--- config.mk ---
export PLATFORM = sky130hd
export DESIGN_NAME = answer_window_navigator_flat
export DESIGN_NICKNAME = d
export VERILOG_FILES = /design/src/rtl/answer_window_navigator_pkg.sv /design/src/rtl/answer_window_navigator_if.sv /design/src/rtl/answer_window_navigator_decoder.sv /design/src/rtl/answer_window_navigator.sv /design/src/flat_wrapper.sv
export SDC_FILE = /design/constraint.sdc
export NUM_CORES = 1
export LEC_CHECK = 0
export BUFFER_PORTS_ARGS = -buffer_cell sky130_fd_sc_hd__buf_2
export CORE_AREA = 2 2 39 41
export CTS_CLUSTER_SIZE = 40
export DETAILED_ROUTE_END_ITERATION = 8
export DIE_AREA = 0 0 41 43
export SETUP_SLACK_MARGIN = 0.5
export SYNTH_ARGS = -nofsm -noshare
export SYNTH_HDL_FRONTEND = slang
export SYNTH_SLANG_ARGS = --single-unit
--- constraint.sdc ---
create_clock -name clk -period 2.36 [get_ports clk]
set_input_delay 0.118 -clock clk [delete_from_list [all_inputs] [get_ports clk]]
set_output_delay 0.118 -clock clk [all_outputs]
set_load 0.005 [all_outputs]
--- src/rtl/answer_window_navigator_pkg.sv ---
// Shared types and timing defaults for the answer-window navigator.
// Autorepeat support is selected by the ANSWER_NAV_AUTOREPEAT_EN macro in the top module.
package answer_nav_pkg;

  typedef enum logic [1:0] {
    NAV_IDLE,
    NAV_DELAY,
    NAV_REPEAT
  } nav_state_e;

  typedef enum logic [1:0] {
    DIR_NONE,
    DIR_UP,
    DIR_DOWN
  } nav_dir_e;

  localparam int DEF_REPEAT_DELAY  = 25_000_000;
  localparam int DEF_REPEAT_PERIOD = 10_000_000;

  // A single-position display still needs a one-bit code.
  function automatic int code_width(input int max_code);
    return (max_code < 1) ? 1 : $clog2(max_code + 1);
  endfunction

endpackage

--- src/rtl/answer_window_navigator_if.sv ---
// Button inputs and window outputs of the answer-window navigator.
// The master drives the buttons; the slave (navigator) drives the window state.
interface answer_window_navigator_if
  import answer_nav_pkg::*;
#(
  parameter int NUM_LEDS = 8,
  parameter int WIN_W    = 4
);
  localparam int CODE_W = code_width(NUM_LEDS - WIN_W);

  logic                in_step_up;
  logic                in_step_down;
  logic                in_home;
  logic [CODE_W-1:0]   out_answer_select_code;
  logic [NUM_LEDS-1:0] out_LED;
  logic                out_at_min;
  logic                out_at_max;
  logic                out_moved;

  modport master (
    output in_step_up, in_step_down, in_home,
    input  out_answer_select_code, out_LED, out_at_min, out_at_max, out_moved
  );

  modport slave (
    input  in_step_up, in_step_down, in_home,
    output out_answer_select_code, out_LED, out_at_min, out_at_max, out_moved
  );
endinterface

--- src/rtl/answer_window_navigator_decoder.sv ---
// Maps a window code to an LED mask with WIN_W contiguous bits starting at the code.
// Purely combinational; reusable by any display path that shows a sliding window.
module answer_window_decoder
  import answer_nav_pkg::*;
#(
  parameter int NUM_LEDS = 8,
  parameter int WIN_W    = 4,
  localparam int CODE_W  = code_width(NUM_LEDS - WIN_W)
) (
  input  logic [CODE_W-1:0]   code_i,
  output logic [NUM_LEDS-1:0] led_o
);
  always_comb begin
    led_o = '0;
    for (int i = 0; i < NUM_LEDS; i++) begin
      led_o[i] = (i >= int'(code_i)) && (i < int'(code_i) + WIN_W);
    end
  end
endmodule

--- src/rtl/answer_window_navigator.sv ---
// Steps the answer-window code from up/down/home buttons, saturating or wrapping.
// Define ANSWER_NAV_AUTOREPEAT_EN to compile in hold-to-auto-repeat (DELAY/REPEAT states).
module answer_window_navigator
  import answer_nav_pkg::*;
#(
  parameter int NUM_LEDS      = 8,
  parameter int WIN_W         = 4,
  parameter int WRAP          = 0,
  parameter int REPEAT_DELAY  = DEF_REPEAT_DELAY,
  parameter int REPEAT_PERIOD = DEF_REPEAT_PERIOD
) (
  input logic                      clk,
  input logic                      rst_n,
  answer_window_navigator_if.slave nav
);
  localparam int MAX_CODE = NUM_LEDS - WIN_W;
  localparam int CODE_W   = code_width(MAX_CODE);
  localparam logic [CODE_W-1:0] MAX_C = CODE_W'(MAX_CODE);

  if (NUM_LEDS < 2 || WIN_W < 1 || WIN_W > NUM_LEDS || REPEAT_DELAY < 2 || REPEAT_PERIOD < 2)
  begin : g_bad_cfg
    $error("answer_window_navigator: illegal parameter set");
  end

  logic [CODE_W-1:0]   code_q;
  logic [CODE_W-1:0]   code_d;
  logic [NUM_LEDS-1:0] led;
  logic                moved_q;
  logic                up_prev_q;
  logic                down_prev_q;
  logic                dir_rise;
  nav_dir_e            cur_dir;

  always_comb begin
    cur_dir = DIR_NONE;
    if (nav.in_step_up && !nav.in_step_down)      cur_dir = DIR_UP;
    else if (nav.in_step_down && !nav.in_step_up) cur_dir = DIR_DOWN;
  end

  // A press only counts if neither button was held on the previous sample.
  assign dir_rise = (cur_dir != DIR_NONE) && !up_prev_q && !down_prev_q;

  always_comb begin
    code_d = code_q;
    case (cur_dir)
      DIR_UP:   code_d = (code_q < MAX_C) ? code_q + 1'b1 : ((WRAP != 0) ? '0 : MAX_C);
      DIR_DOWN: code_d = (code_q != '0) ? code_q - 1'b1 : ((WRAP != 0) ? MAX_C : '0);
      default:  code_d = code_q;
    endcase
  end

`ifdef ANSWER_NAV_AUTOREPEAT_EN
  localparam int CNT_W = $clog2((REPEAT_DELAY > REPEAT_PERIOD) ? REPEAT_DELAY : REPEAT_PERIOD);
  localparam logic [CNT_W-1:0] DELAY_LD  = CNT_W'(REPEAT_DELAY - 1);
  localparam logic [CNT_W-1:0] PERIOD_LD = CNT_W'(REPEAT_PERIOD - 1);

  nav_state_e       state_q;
  nav_dir_e         dir_q;
  logic [CNT_W-1:0] cnt_q;

  always_ff @(posedge clk or negedge rst_n) begin
    if (!rst_n) begin
      code_q      <= '0;
      moved_q     <= 1'b0;
      up_prev_q   <= 1'b0;
      down_prev_q <= 1'b0;
      state_q     <= NAV_IDLE;
      dir_q       <= DIR_NONE;
      cnt_q       <= '0;
    end else begin
      up_prev_q   <= nav.in_step_up;
      down_prev_q <= nav.in_step_down;
      moved_q     <= 1'b0;
      if (nav.in_home) begin
        code_q  <= '0;
        moved_q <= (code_q != '0);
        state_q <= NAV_IDLE;
        dir_q   <= DIR_NONE;
        cnt_q   <= '0;
      end else begin
        case (state_q)
          NAV_IDLE: begin
            if (dir_rise) begin
              code_q  <= code_d;
              moved_q <= (code_d != code_q);
              dir_q   <= cur_dir;
              cnt_q   <= DELAY_LD;
              state_q <= NAV_DELAY;
            end
          end
          NAV_DELAY, NAV_REPEAT: begin
            // Release, reversal or both-held all show up as a direction change.
            if (cur_dir != dir_q) begin
              state_q <= NAV_IDLE;
              dir_q   <= DIR_NONE;
              cnt_q   <= '0;
            end else if (cnt_q == '0) begin
              code_q  <= code_d;
              moved_q <= (code_d != code_q);
              cnt_q   <= PERIOD_LD;
              state_q <= NAV_REPEAT;
            end else begin
              cnt_q <= cnt_q - 1'b1;
            end
          end
          default: begin
            state_q <= NAV_IDLE;
            dir_q   <= DIR_NONE;
            cnt_q   <= '0;
          end
        endcase
      end
    end
  end
`else
  always_ff @(posedge clk or negedge rst_n) begin
    if (!rst_n) begin
      code_q      <= '0;
      moved_q     <= 1'b0;
      up_prev_q   <= 1'b0;
      down_prev_q <= 1'b0;
    end else begin
      up_prev_q   <= nav.in_step_up;
      down_prev_q <= nav.in_step_down;
      moved_q     <= 1'b0;
      if (nav.in_home) begin
        code_q  <= '0;
        moved_q <= (code_q != '0);
      end else if (dir_rise) begin
        code_q  <= code_d;
        moved_q <= (code_d != code_q);
      end
    end
  end
`endif

  answer_window_decoder #(
    .NUM_LEDS (NUM_LEDS),
    .WIN_W    (WIN_W)
  ) u_decoder (
    .code_i (code_q),
    .led_o  (led)
  );

  assign nav.out_answer_select_code = code_q;
  assign nav.out_LED                = led;
  assign nav.out_at_min             = (code_q == '0);
  assign nav.out_at_max             = (code_q == MAX_C);
  assign nav.out_moved              = moved_q;
endmodule

--- src/flat_wrapper.sv ---
// flat-port wrapper written by rule: the top's interface ports become plain ports
module answer_window_navigator_flat import answer_nav_pkg::*;
#(
  parameter int NUM_LEDS      = 8,
  parameter int WIN_W         = 4,
  parameter int WRAP          = 0,
  parameter int REPEAT_DELAY  = DEF_REPEAT_DELAY,
  parameter int REPEAT_PERIOD = DEF_REPEAT_PERIOD
)
  (clk, rst_n, nav_in_step_up, nav_in_step_down, nav_in_home, nav_out_answer_select_code, nav_out_LED, nav_out_at_min, nav_out_at_max, nav_out_moved);
  answer_window_navigator_if #(.NUM_LEDS(NUM_LEDS), .WIN_W(WIN_W)) nav_i ();
  input logic clk;
  input logic rst_n;
  input wire logic [$bits(nav_i.in_step_up)-1:0] nav_in_step_up;
  input wire logic [$bits(nav_i.in_step_down)-1:0] nav_in_step_down;
  input wire logic [$bits(nav_i.in_home)-1:0] nav_in_home;
  output wire logic [$bits(nav_i.out_answer_select_code)-1:0] nav_out_answer_select_code;
  output wire logic [$bits(nav_i.out_LED)-1:0] nav_out_LED;
  output wire logic [$bits(nav_i.out_at_min)-1:0] nav_out_at_min;
  output wire logic [$bits(nav_i.out_at_max)-1:0] nav_out_at_max;
  output wire logic [$bits(nav_i.out_moved)-1:0] nav_out_moved;
  assign nav_i.in_step_up = nav_in_step_up;
  assign nav_i.in_step_down = nav_in_step_down;
  assign nav_i.in_home = nav_in_home;
  assign nav_out_answer_select_code = nav_i.out_answer_select_code;
  assign nav_out_LED = nav_i.out_LED;
  assign nav_out_at_min = nav_i.out_at_min;
  assign nav_out_at_max = nav_i.out_at_max;
  assign nav_out_moved = nav_i.out_moved;
  answer_window_navigator #(.NUM_LEDS(NUM_LEDS), .WIN_W(WIN_W), .WRAP(WRAP), .REPEAT_DELAY(REPEAT_DELAY), .REPEAT_PERIOD(REPEAT_PERIOD)) u_core (.clk(clk), .rst_n(rst_n), .nav(nav_i));
endmodule
Word level (Yosys, flattened, before mapping)
Cells that the tools add are included.
- $lt $le $gt $ge: 16
- muxes and demuxes: 9
- reductions and logical operators: 19
- add/sub/neg operators: 3
- eq/ne operators: 4
- operator list (operator ; count):
    $lt 4x32->1 const A ; 3
    $lt 3x32->1 const A ; 2
    $lt 1x32->1 const A ; 1
    $lt 2x32->1 const A ; 1
    $mux 3 ; 4
    $logic_and 1x1->1 ; 11
    $ge 3x3->1 const A ; 3
    $ge 1x3->1 const A ; 2
    $ge 2x3->1 const A ; 2
    $pmux 3 s2 ; 1
    $add 3x3->4 const B ; 1
    $logic_not 1->1 ; 4
    $lt 3x4->1 const A ; 1
    $mux 2 ; 2
    $reduce_bool 2->1 ; 2
    $add 3x1->3 const B ; 1
    $eq 3x3->1 const B ; 1
    $logic_not 3->1 ; 1
    $lt 3x3->1 const B ; 1
    $ne 3x3->1 ; 1
    $reduce_bool 3->1 ; 1
    $sub 3x1->3 const B ; 1
    $eq 2x1->1 const B ; 1
    $eq 2x2->1 const B ; 1
    $mux 1 ; 2
- output and inout bits: 14
- register bits: 6

Depth between registers and ports, before layout
Gate-level depths: netlist of run 1.
- depth after elaboration: 9
- gate-level depth with buffers: 6
- mapped depth without buffers: 6

Hierarchy
From an unflattened synthesis of run 1, not the netlist that was laid out.
- cell total of the unflattened synthesis: 53
- area total of the unflattened synthesis: 483.0 um^2
- modules (own cells, without submodules) (module ; area an instance (um^2) ; cells an instance ; sequential area each (um^2) ; instances):
    answer_window_navigator ; 415.4 ; 42 ; 150.1 ; 1
    answer_window_decoder ; 67.6 ; 11 ; 0.0 ; 1

Worst setup path before layout of run 1
No wires, ideal clock.
- path kind: reg-to-reg
- start: register u_core.code_q[1], in the netlist u_core.nav.out_answer_select_code[1]
- end: register u_core.moved_q, in the netlist u_core.nav.out_moved
- arrival time: 1642 ps
- cell stages (with the launch flop): 7
- library setup time: 95 ps
- path slack: 623 ps
- path buffers: 0
- clock period less this slack: 1737 ps
- cell sequence: dfrtp_1 > inv_1 > ha_1 > mux2_4 > a221oi_2 > nor4b_1 > o31ai_1
- longest elaborated chain between the ends: 6
- ends and longest elaborated chain (item ; RTL line ; source):
    from (decl) ; answer_window_navigator.sv:25 ; logic [CODE_W-1:0] code_q;
    from (signal assigned) ; answer_window_navigator.sv:130 ; code_q <= code_d;
    $sub 3x1->3 (tied with other cells) ; answer_window_navigator.sv:47 ; DIR_DOWN: code_d = (code_q != '0) ? code_q - 1'b1 : ((WRAP != 0) ? MAX_C : '0);
    $mux 3, on equally long branches ; answer_window_navigator.sv:47, answer_window_navigator.sv:46 ;
    $pmux 3 s2 ; answer_window_navigator.sv:45 ; case (cur_dir)
    $ne 3x3->1 ; answer_window_navigator.sv:131 ; moved_q <= (code_d != code_q);
    $mux 1 ; answer_window_navigator.sv:129 ; end else if (dir_rise) begin
    $mux 1 * ; answer_window_navigator.sv:126 ; if (nav.in_home) begin
    to (signal assigned) ; answer_window_navigator.sv:128 ; moved_q <= (code_q != '0);
    to (signal assigned) ; answer_window_navigator.sv:131 ;
    to (decl) ; answer_window_navigator.sv:28 ; logic moved_q;
Mark *: on every way between the ends. The rest lies on a longest branch, timed or not.
A chain may end at the register's enable or synchronous reset.

Worst setup path after layout of run 1
Same ends and word-level chain as after synthesis.

==> qor.txt, run 1 <==
Antenna violations before repair - 0
Synth-to-layout area growth - 29.6%
GPL Wtd Cong - 0.763
Register bit total from synthesis - 6
Detail Placement HPWL - 845 um
CP max FO - 8
DRC - 0
CTS Sinks - 6
CP Buf/Inv Count - 2
Clock Skew - 0.00120 ns
H-tree lvl count - 1
Nets - 92
Setup_tns - 0 ns
Initial core utilization - 37.0%
Initial DRC Count - 9
Vias in the first global route - 398
Drt first pass iters - 4
Synth Instances - 57
Core footprint - 0.00138 mm^2
# diodes - 0
Peak VDD IR - 0.219 mV
Max stage delay on crit path - 0.46 ns
Delay-heaviest family, CP - compound AO/OA/AOI/OAI gates
Largest net degree at the start of global routing - 15
Slowest cell on crit path - dfrtp_2
Met1 usage - 17.8%
Post-synthesis sequential area ratio - 29.3%
Setup violators final - 0
PortBufs - 18
DRT antenna net count - 0
Count of boundary I/O pins - 19
R2R Path End - u_core.nav.out_moved
Vias/cell - 5.11
Count of final max-slew check failures - 0
TritonCTS buffer count - 3
Critical Path Start Type - flip-flop
Met3 Track Usage GR - 7.85%
Max Cap Viol - 0
Vert. Die Dim - 43 um
Worst skew pair latency - 0.25 ns
Share of cells above drive strength 1 - 35.9%
Grt peak-use layer - met2
Setup WS pre-CTS - 0.477 ns
Root Driver - clkbuf_4
Worst reg2reg path depth - 6
CP Data Required Time - 2.52 ns
Max Freq - 584 MHz
Final Hold Fails - 0
CTS tree - yes
Run status - complete, no violations
Reg-to-reg slack, setup - 0.65 ns
Via count - 480
Worst Hold Launch - nav_in_step_up
First-pass GRT wire length - 1660 um
Leak - 0.343 nW
P per Cell Area - 405 mW/mm^2
Cell Chain, Critical Path - inv_2 -> ha_1 -> inv_1 -> a2111oi_1 -> nor4b_1 -> o31ai_1
Crit path capture type - flip-flop
Ys Warns - 0
Hold depth - 1
CP arrival - 1.87 ns
Std cell rows - 14
Reg2reg start - u_core.nav.out_answer_select_code[1]
Worst slew pin tran - 0.376 ns
Total Wirelength - 1110 um
Syn Std Cell Area - 512 um^2
Post-synth ARST share - 100%
Kind of critical path - reg2reg
Full die area - 0.00176 mm^2
Final period util - 72.6%
RSZ-0062 raised after global routing - no
Post-synth net total - 69
Die width - 41 um
Count of cell types in the netlist - 25
Worst hold-check path type - in2reg
GRT met2 Usage - 21.3%
Clock transition at path regs - 0.04 ns
Post-synth EDFFs - 0
Post-synth top flop - dfrtp_1
Worst slew margin - 74.8%
Post-route minimum period - 1.71 ns
CTS Buffer Depth - 2
Syn avg cell area - 8.98 um^2
Wirelength per Cell - 11.8 um
Global-route usage over all layers - 14.5%
Hold Path End - u_core.up_prev_q
Final WS setup - 0.647 ns
Gr ovfl total - 0
## registers in the layout (all words and copies together), names as in the netlist
signal	flops
u_core.nav.out_answer_select_code	3
u_core.nav.out_moved	1
u_core.up_prev_q	1
u_core.down_prev_q	1
## stage by stage
| step | hold slack, ns | area (um^2) | utilization [%] | total power, mW | cells |
|---|---|---|---|---|---|
| after floorplan | -0.178 | 512 | - | 0.146 | 57 |
| after global placement | -0.0514 | 606 | 43.8 | 0.168 | 89 |
| after detailed placement | -0.0492 | 606 | 43.8 | 0.169 | 89 |
| after CTS | 0.00202 | 641 | 46.3 | 0.267 | 93 |
| after global routing | 0.00237 | 663 | 47.9 | 0.288 | 94 |
| final | 0.00931 | 663 | 47.9 | 0.268 | 94 |
## logic make-up after synthesis
group | share of synthesized area (%)
flops | 29.3
fa+ha+maj | 17.1
compound gates | 19.1
xor+xnor | 1.71
simple gates | 20.1
buf+inv | 9.78
mux | 2.93
## timing repair
item | CTS | global route
gates cloned | 0 | 0
setup buffers | 0 | 0
endpoints found under the setup margin | 1 | 2
hold buffers | 1 | 1
endpoints found under the hold margin | 6 | 1
resized for setup | 1 | 4
## per-layer routing
| metal | vias to the layer above | share of wire, % |
|---|---|---|
| li1 | 243 | - |
| met1 | 219 | 43 |
| met2 | 16 | 51 |
| met3 | 2 | 5.4 |
| met4 | 0 | 1.2 |
| met5 | - | 0 |
## where the power goes
part           internal [mW]  switching (mW)  total, mW
clock network         0.0575          0.0372     0.0947
registers              0.108         0.00356      0.111
logic                 0.0297          0.0326     0.0623
total                  0.195          0.0734      0.268
## layout make-up
cell class                      count  area, um^2
Fill cell                         144         721
Sequential cell                     6         151
Timing Repair Buffer               21         118
Clock buffer                        3        22.5
Inverter                            7        26.3
Tap cell                           16        20.0
Multi-Input combinational cell     41         325
## cells in the final DEF, fill, tap and decap left out
cell type,n
nor2_1,7
dfrtp_1,5
o21bai_1,2
a21oi_1,3
inv_2,1
o31ai_1,1
and2b_2,1
or3_1,2
buf_2,18
ha_1,6
nor4b_1,1
nand2_1,2
a221oi_2,1
a2111oi_1,1
inv_1,6
buf_4,1
a221oi_1,1
mux2_4,1
o21ai_0,1
clkbuf_4,3
xor2_1,1
or3b_1,1
nand2b_1,2
nor3b_1,1
nor3_1,2
dlygate4sd3_1,2
a211oi_1,3
ha_4,1
dfrtp_2,1
## worst max path at each step
stage | depth (start not counted) | slack (ns) | start | to
2_1_floorplan | 6 | 0.62 | u_core.nav.out_answer_select_code[1] | u_core.nav.out_moved
3_3_place_gp | 6 | 0.53 | u_core.nav.out_answer_select_code[1] | u_core.nav.out_moved
3_5_place_dp | 6 | 0.48 | u_core.nav.out_answer_select_code[1] | u_core.nav.out_moved
4_1_cts | 6 | 0.51 | u_core.nav.out_answer_select_code[1] | u_core.nav.out_moved
5_1_grt | 6 | 0.49 | u_core.nav.out_answer_select_code[1] | u_core.nav.out_moved
6_report | 6 | 0.65 | u_core.nav.out_answer_select_code[1] | u_core.nav.out_moved
## Yosys cell counts (2+ instances only)
master,instances,share of area [%]
a211oi_1,3,4.4
or3_1,2,2.4
nand2b_1,2,2.4
nor2_1,7,5.1
nand2_1,2,1.5
a21oi_1,3,2.9
inv_1,7,5.1
ha_1,7,17
dfrtp_1,6,29
nor3_1,2,2.0
o21bai_1,2,2.9
Power figures use the tool's default switching activity.
==> inputs of run 2 (changes only) <==
--- a/config.mk
+++ b/config.mk
@@ -5,11 +5,13 @@
 export SDC_FILE = /design/constraint.sdc
 export NUM_CORES = 1
 export LEC_CHECK = 0
+export ABC_AREA = 1
 export BUFFER_PORTS_ARGS = -buffer_cell sky130_fd_sc_hd__buf_2
 export CORE_AREA = 2 2 39 41
 export CTS_CLUSTER_SIZE = 40
 export DETAILED_ROUTE_END_ITERATION = 8
 export DIE_AREA = 0 0 41 43
+export PLACE_DENSITY = 0.71
 export SETUP_SLACK_MARGIN = 0.5
 export SYNTH_ARGS = -nofsm -noshare
 export SYNTH_HDL_FRONTEND = slang
==> constraint.sdc (replaced) <==
create_clock -name clk -period 1.7 [get_ports clk]
set_input_delay 0.085 -clock clk [delete_from_list [all_inputs] [get_ports clk]]
set_output_delay 0.085 -clock clk [all_outputs]
set_load 0.005 [all_outputs]
==> qor.txt, run 2 <==
Vias/cell - 4.69
Syn Std Cell Area - 586 um^2
Largest family of logic cells by synthesized area - simple AND/OR/NAND/NOR gates
Final Hold Fails - 0
Design Area, Final - 890 um^2
Hold_ws - 0.0809 ns
Max Cap Viol - 0
CP Buf/Inv Count - 4
Critical Path Source - u_core.nav.out_answer_select_code[1]
Final cell utilization of the core - 64.3%
Commonest non-fill, non-tap cell in the layout - nand2_1
Setup WS pre-CTS - 0.345 ns
TritonCTS buffer count - 3
CP max FO - 3
Most area-consuming cells after synthesis - dfrtp_1, nand2_1, ha_1
Global-route usage over all layers - 19.8%
Most frequent cell after synthesis - nand2_1
Die width - 41 um
Wirelength per Cell - 11.0 um
CTS Sinks - 6
Max stage delay on crit path - 0.41 ns
Final period util - 81.1%
Count of cell types in the netlist - 21
Peak VDD IR - 0.514 mV
DRT antenna net count - 0
Syn avg cell area - 6.97 um^2
RSZ-0062 raised after global routing - yes
DRC - 0
Register bit total from synthesis - 6
CP Depth - 6
CTS tree - yes
Synth Instances - 84
CP arrival - 1.29 ns
Vias in the first global route - 560
P per Cell Area - 472 mW/mm^2
Cell Chain, Critical Path - buf_6 -> inv_6 -> ha_4 -> inv_4 -> nor2_4 -> buf_2
Reg-to-reg slack, setup - 0.35 ns
CP Data Required Time - 1.62 ns
Worst skew pair latency - 0.25 ns
Worst reg2reg path depth - 11
H-tree lvl count - 1
Clock transition at path regs - 0.05 ns
Nets - 129
Synth Area in XOR/XNOR - 1.50%
Post-synth EDFFs - 0
Simple-gate share of the synthesized area - 34.0%
Post-synthesis compound-gate area fraction - 8.76%
Mux cell area share after synthesis - 0%
Post-route minimum period - 1.38 ns
Crit path capture type - output port
Worst Setup EP - nav_out_at_min
Worst hold-check path type - in2reg
Reg2reg start - u_core.nav.out_answer_select_code[1]
Leak - 0.467 nW
Antenna violations before repair - 0
PortBufs - 18
First-pass GRT wire length - 2330 um
Delay-heaviest family, CP - flip-flops
# diodes - 0
Kind of critical path - reg2out
CTS Buffer Depth - 2
Root Driver - clkbuf_4
Clock Skew - 0.00104 ns
Slowest cell on crit path - dfrtp_2
Post-synth ARST share - 100%
Detail Placement HPWL - 1080 um
Yosys top cell area share - 25.6%
Initial core utilization - 42.3%
Worst slew pin tran - 0.290 ns
Max reg flops - 3
Std cell rows - 14
Setup violators final - 0
Full die area - 0.00176 mm^2
R2R Path End - u_core.nav.out_moved
Largest net degree at the start of global routing - 9
Post-synth top cells - nand2_1, inv_1, ha_1, dfrtp_1, nor2_1
Placed Cells - 117
Ys Warns - 0
Share of cells above drive strength 1 - 47.4%
Post-synthesis sequential area ratio - 25.6%
Drt first pass iters - 4
Setup_tns - 0 ns
Critical Path Start Type - flip-flop
DP Area - 708 um^2
Final WS setup - 0.321 ns
Total Wirelength - 1460 um
Max Freq - 725 MHz
Count of final max-slew check failures - 0
Count of boundary I/O pins - 19
GPL Wtd Cong - 0.806
Gr ovfl total - 0
Vert. Die Dim - 43 um
Run status - complete, no violations
Core footprint - 0.00138 mm^2
Pwr Total - 0.420 mW
Non-Filler Instances - 132
Worst slew margin - 80.7%
Post-Synth Adder-Cell Area - 15.0%
Synth-to-layout area growth - 51.9%
Post-synth net total - 96
Initial DRC Count - 5
Via count - 619
Most frequent cells in the layout - nand2_1, buf_2, inv_1
Post-synth top flop - dfrtp_1
Cell accounting for the most synthesized area - dfrtp_1
## run 2: cell count changes after synthesis, moves of 3 or more
cell and delta:
nand3_1 +5, inv_1 +6, nand2_1 +22, o21ai_1 +5, a211oi_1 -3
## run 2: cell type report
cell class / count / area [um^2]
Tap cell: 16 / 20.0
Timing Repair Buffer: 31 / 210
Inverter: 16 / 75.1
Clock buffer: 4 / 26.3
Fill cell: 131 / 494
Sequential cell: 6 / 154
Multi-Input combinational cell: 59 / 404
## run 2: metal layers
metal	GRT usage, %	wire length [um]	up-vias
met5	0	0	-
met4	2.00	0	0
met3	7.85	65	0
met2	35.3	780	15
met1	21.4	611	284
li1	-	-	320
## run 2: report_power, final
part           total (mW)  internal, mW  switching [mW]
registers           0.153         0.149         0.00375
logic               0.123        0.0558          0.0676
clock network       0.144        0.0891          0.0548
total               0.420         0.294           0.126
## run 2: how the worst min path moves through the flow
stage,startpoint,end,slack (ns),cells after the start
after floorplan,rst_n,u_core.down_prev_q,-0.21,0
final,nav_in_home,u_core.nav.out_moved,0.08,3
after global routing,nav_in_home,u_core.nav.out_moved,0.11,3
after detailed placement,rst_n,u_core.nav.out_answer_select_code[1],-0.08,1
after global placement,rst_n,u_core.nav.out_moved,-0.08,1
after CTS,nav_in_home,u_core.nav.out_moved,0.08,3
## run 2: cell families after synthesis
group	Yosys count
and+or+nand+nor	42
AOI/OAI and AO/OA	9
adders and majority gates	7
buffers and inverters	19
xor gates and xnor gates	1
DFF	6
## run 2: repair_timing
| action | in CTS | in global routing |
|---|---|---|
| hold endpoints to repair | 8 | 0 |
| buffers inserted | 6 | 2 |
| hold buffers | 3 | 0 |
| setup endpoints to repair | 14 | 14 |
| gates resized for setup | 8 | 10 |
| pin swaps | 3 | 8 |
## run 2: worst register-to-register path, delay by kind of cell (launching register included)
kind,cells,cell delay (ns)
and+or+nand+nor,7,0.49
buffers and inverters,3,0.24
adders and majority gates,1,0.15
DFF,1,0.41
==> inputs of run 3 (changes only) <==
==> constraint.sdc (replaced) <==
create_clock -name clk -period 1.44 [get_ports clk]
set_input_delay 0.072 -clock clk [delete_from_list [all_inputs] [get_ports clk]]
set_output_delay 0.072 -clock clk [all_outputs]
set_load 0.005 [all_outputs]
==> qor.txt, run 3 (synthesis results as in run 2) <==
Cell Chain, Critical Path - inv_4 -> ha_4 -> inv_4 -> nor2_4 -> buf_2
Count of boundary I/O pins - 19
Antenna violations before repair - 0
Worst slew pin tran - 0.337 ns
Vias/cell - 4.82
Worst reg2reg path depth - 8
Share of cells above drive strength 1 - 51.6%
Worst skew pair latency - 0.26 ns
CTS tree - yes
Reg2reg start - u_core.nav.out_answer_select_code[1]
Clock transition at path regs - 0.06 ns
Setup_tns - 0 ns
P per Cell Area - 542 mW/mm^2
DRT antenna net count - 0
Leak - 0.506 nW
First-pass GRT wire length - 2580 um
Multi-input gate area - 412 um^2
Delay-heaviest family, CP - flip-flops
# diodes - 0
Root Driver - clkbuf_4
Clock Skew - 0.0183 ns
CTS Sinks - 6
Critical Path Source - u_core.nav.out_answer_select_code[0]
Core footprint - 0.00138 mm^2
Drt first pass iters - 4
Worst Hold Launch - nav_in_home
Count of final max-slew check failures - 0
Final Hold Fails - 0
Worst slew margin - 77.6%
Placed Cells - 117
Setup WS pre-CTS - 0.0528 ns
Initial DRC Count - 13
Final period util - 93.4%
Die width - 41 um
Wirelength per Cell - 12.0 um
GPL Wtd Cong - 0.854
Via count - 665
Final WS setup - 0.0947 ns
Slowest cell on crit path - dfrtp_2
Post-route minimum period - 1.35 ns
TritonCTS buffer count - 3
FF+latch area - 154 um^2
Std cell rows - 14
CP arrival - 1.27 ns
DRC - 0
Worst hold-check path type - in2reg
Peak VDD IR - 0.520 mV
Fillers - 107
Synth-to-layout area growth - 64.5%
CTS Buffer Depth - 2
Max Freq - 743 MHz
Largest net degree at the start of global routing - 7
Commonest non-fill, non-tap cell in the layout - nand2_1
Crit path capture type - output port
Setup violators final - 0
Global-route usage over all layers - 21.8%
Gr ovfl total - 0
Max reg flops - 3
Full die area - 0.00176 mm^2
Most common cell on crit path - inv_4
PortBufs - 18
CP Data Required Time - 1.37 ns
Most frequent cells in the layout - nand2_1, buf_2, inv_1
Initial core utilization - 42.3%
Max Cap Viol - 0
Detail Placement HPWL - 1040 um
Hold depth - 3
Total Wirelength - 1660 um
Vias in the first global route - 590
Non-Filler Instances - 138
Run status - complete, no violations
Vert. Die Dim - 43 um
Nets - 135
Critical Path Start Type - flip-flop
Kind of critical path - reg2out
H-tree lvl count - 1
CP max FO - 4
Max stage delay on crit path - 0.45 ns
CP Depth - 5
RSZ-0062 raised after global routing - yes
CP Buf/Inv Count - 3
## run 3: worst paths after layout
kind                       slack (ns)                              endpoint
setup reg to reg                 0.11  u_core.nav.out_answer_select_code[1]
hold reg to reg                  0.60                  u_core.nav.out_moved
hold / removal                   0.06                  u_core.nav.out_moved
setup / recovery                 0.09                        nav_out_at_min
max in group asynchronous        1.10  u_core.nav.out_answer_select_code[1]
min in group asynchronous        0.16                  u_core.nav.out_moved
## run 3: area by class of cell
cell class | instances | share of cell area (%)
clock buffers | 4 | 2.73
inverters | 16 | 7.53
multi-input cells | 59 | 42.7
flip-flops and latches | 6 | 16.0
well taps | 16 | 2.08
repair buffers | 37 | 29.0
## run 3: through the flow
step                      power, mW  instance area (um^2)  hold slack (ns)  util [%]
after floorplan               0.267                   618           -0.224         -
after global placement        0.302                   711          -0.0951      51.4
after detailed placement      0.304                   711          -0.0952      51.4
after CTS                     0.508                   915           0.0580      66.1
after global routing          0.557                   963           0.0987      69.6
final                         0.522                   963           0.0570      69.6
## run 3: what timing repair did
item / CTS / global route
buffers inserted: 10 / 4
hold buffers: 3 / 0
pin swaps: 5 / 2
gates resized for setup: 17 / 6
endpoints found under the hold margin: 8 / 0
endpoints found under the setup margin: 17 / 17
gates cloned: 0 / 0
## run 3: where the power goes
group / total, mW / switching, mW / internal, mW
clock network: 0.180 / 0.0745 / 0.106
logic: 0.159 / 0.0829 / 0.0757
registers: 0.183 / 0.00717 / 0.176
total: 0.522 / 0.165 / 0.357
## run 3: worst reg2reg max path: stages, from the launching register on
cell and delay, ns:
dfrtp_2 0.47, inv_4 0.07, ha_4 0.27, nand3_2 0.05, nand2_1 0.07, inv_2 0.04
nand2_1 0.04, o21ai_1 0.08, o21ai_2 0.15
## run 3: layer usage
layer / vias up / global-route usage [%] / routed length [um]
met5: - / 0 / 0
met4: 0 / 5.33 / 12
met3: 2 / 6.28 / 85
met2: 20 / 35.3 / 892
met1: 311 / 27.0 / 671
li1: 332 / - / -
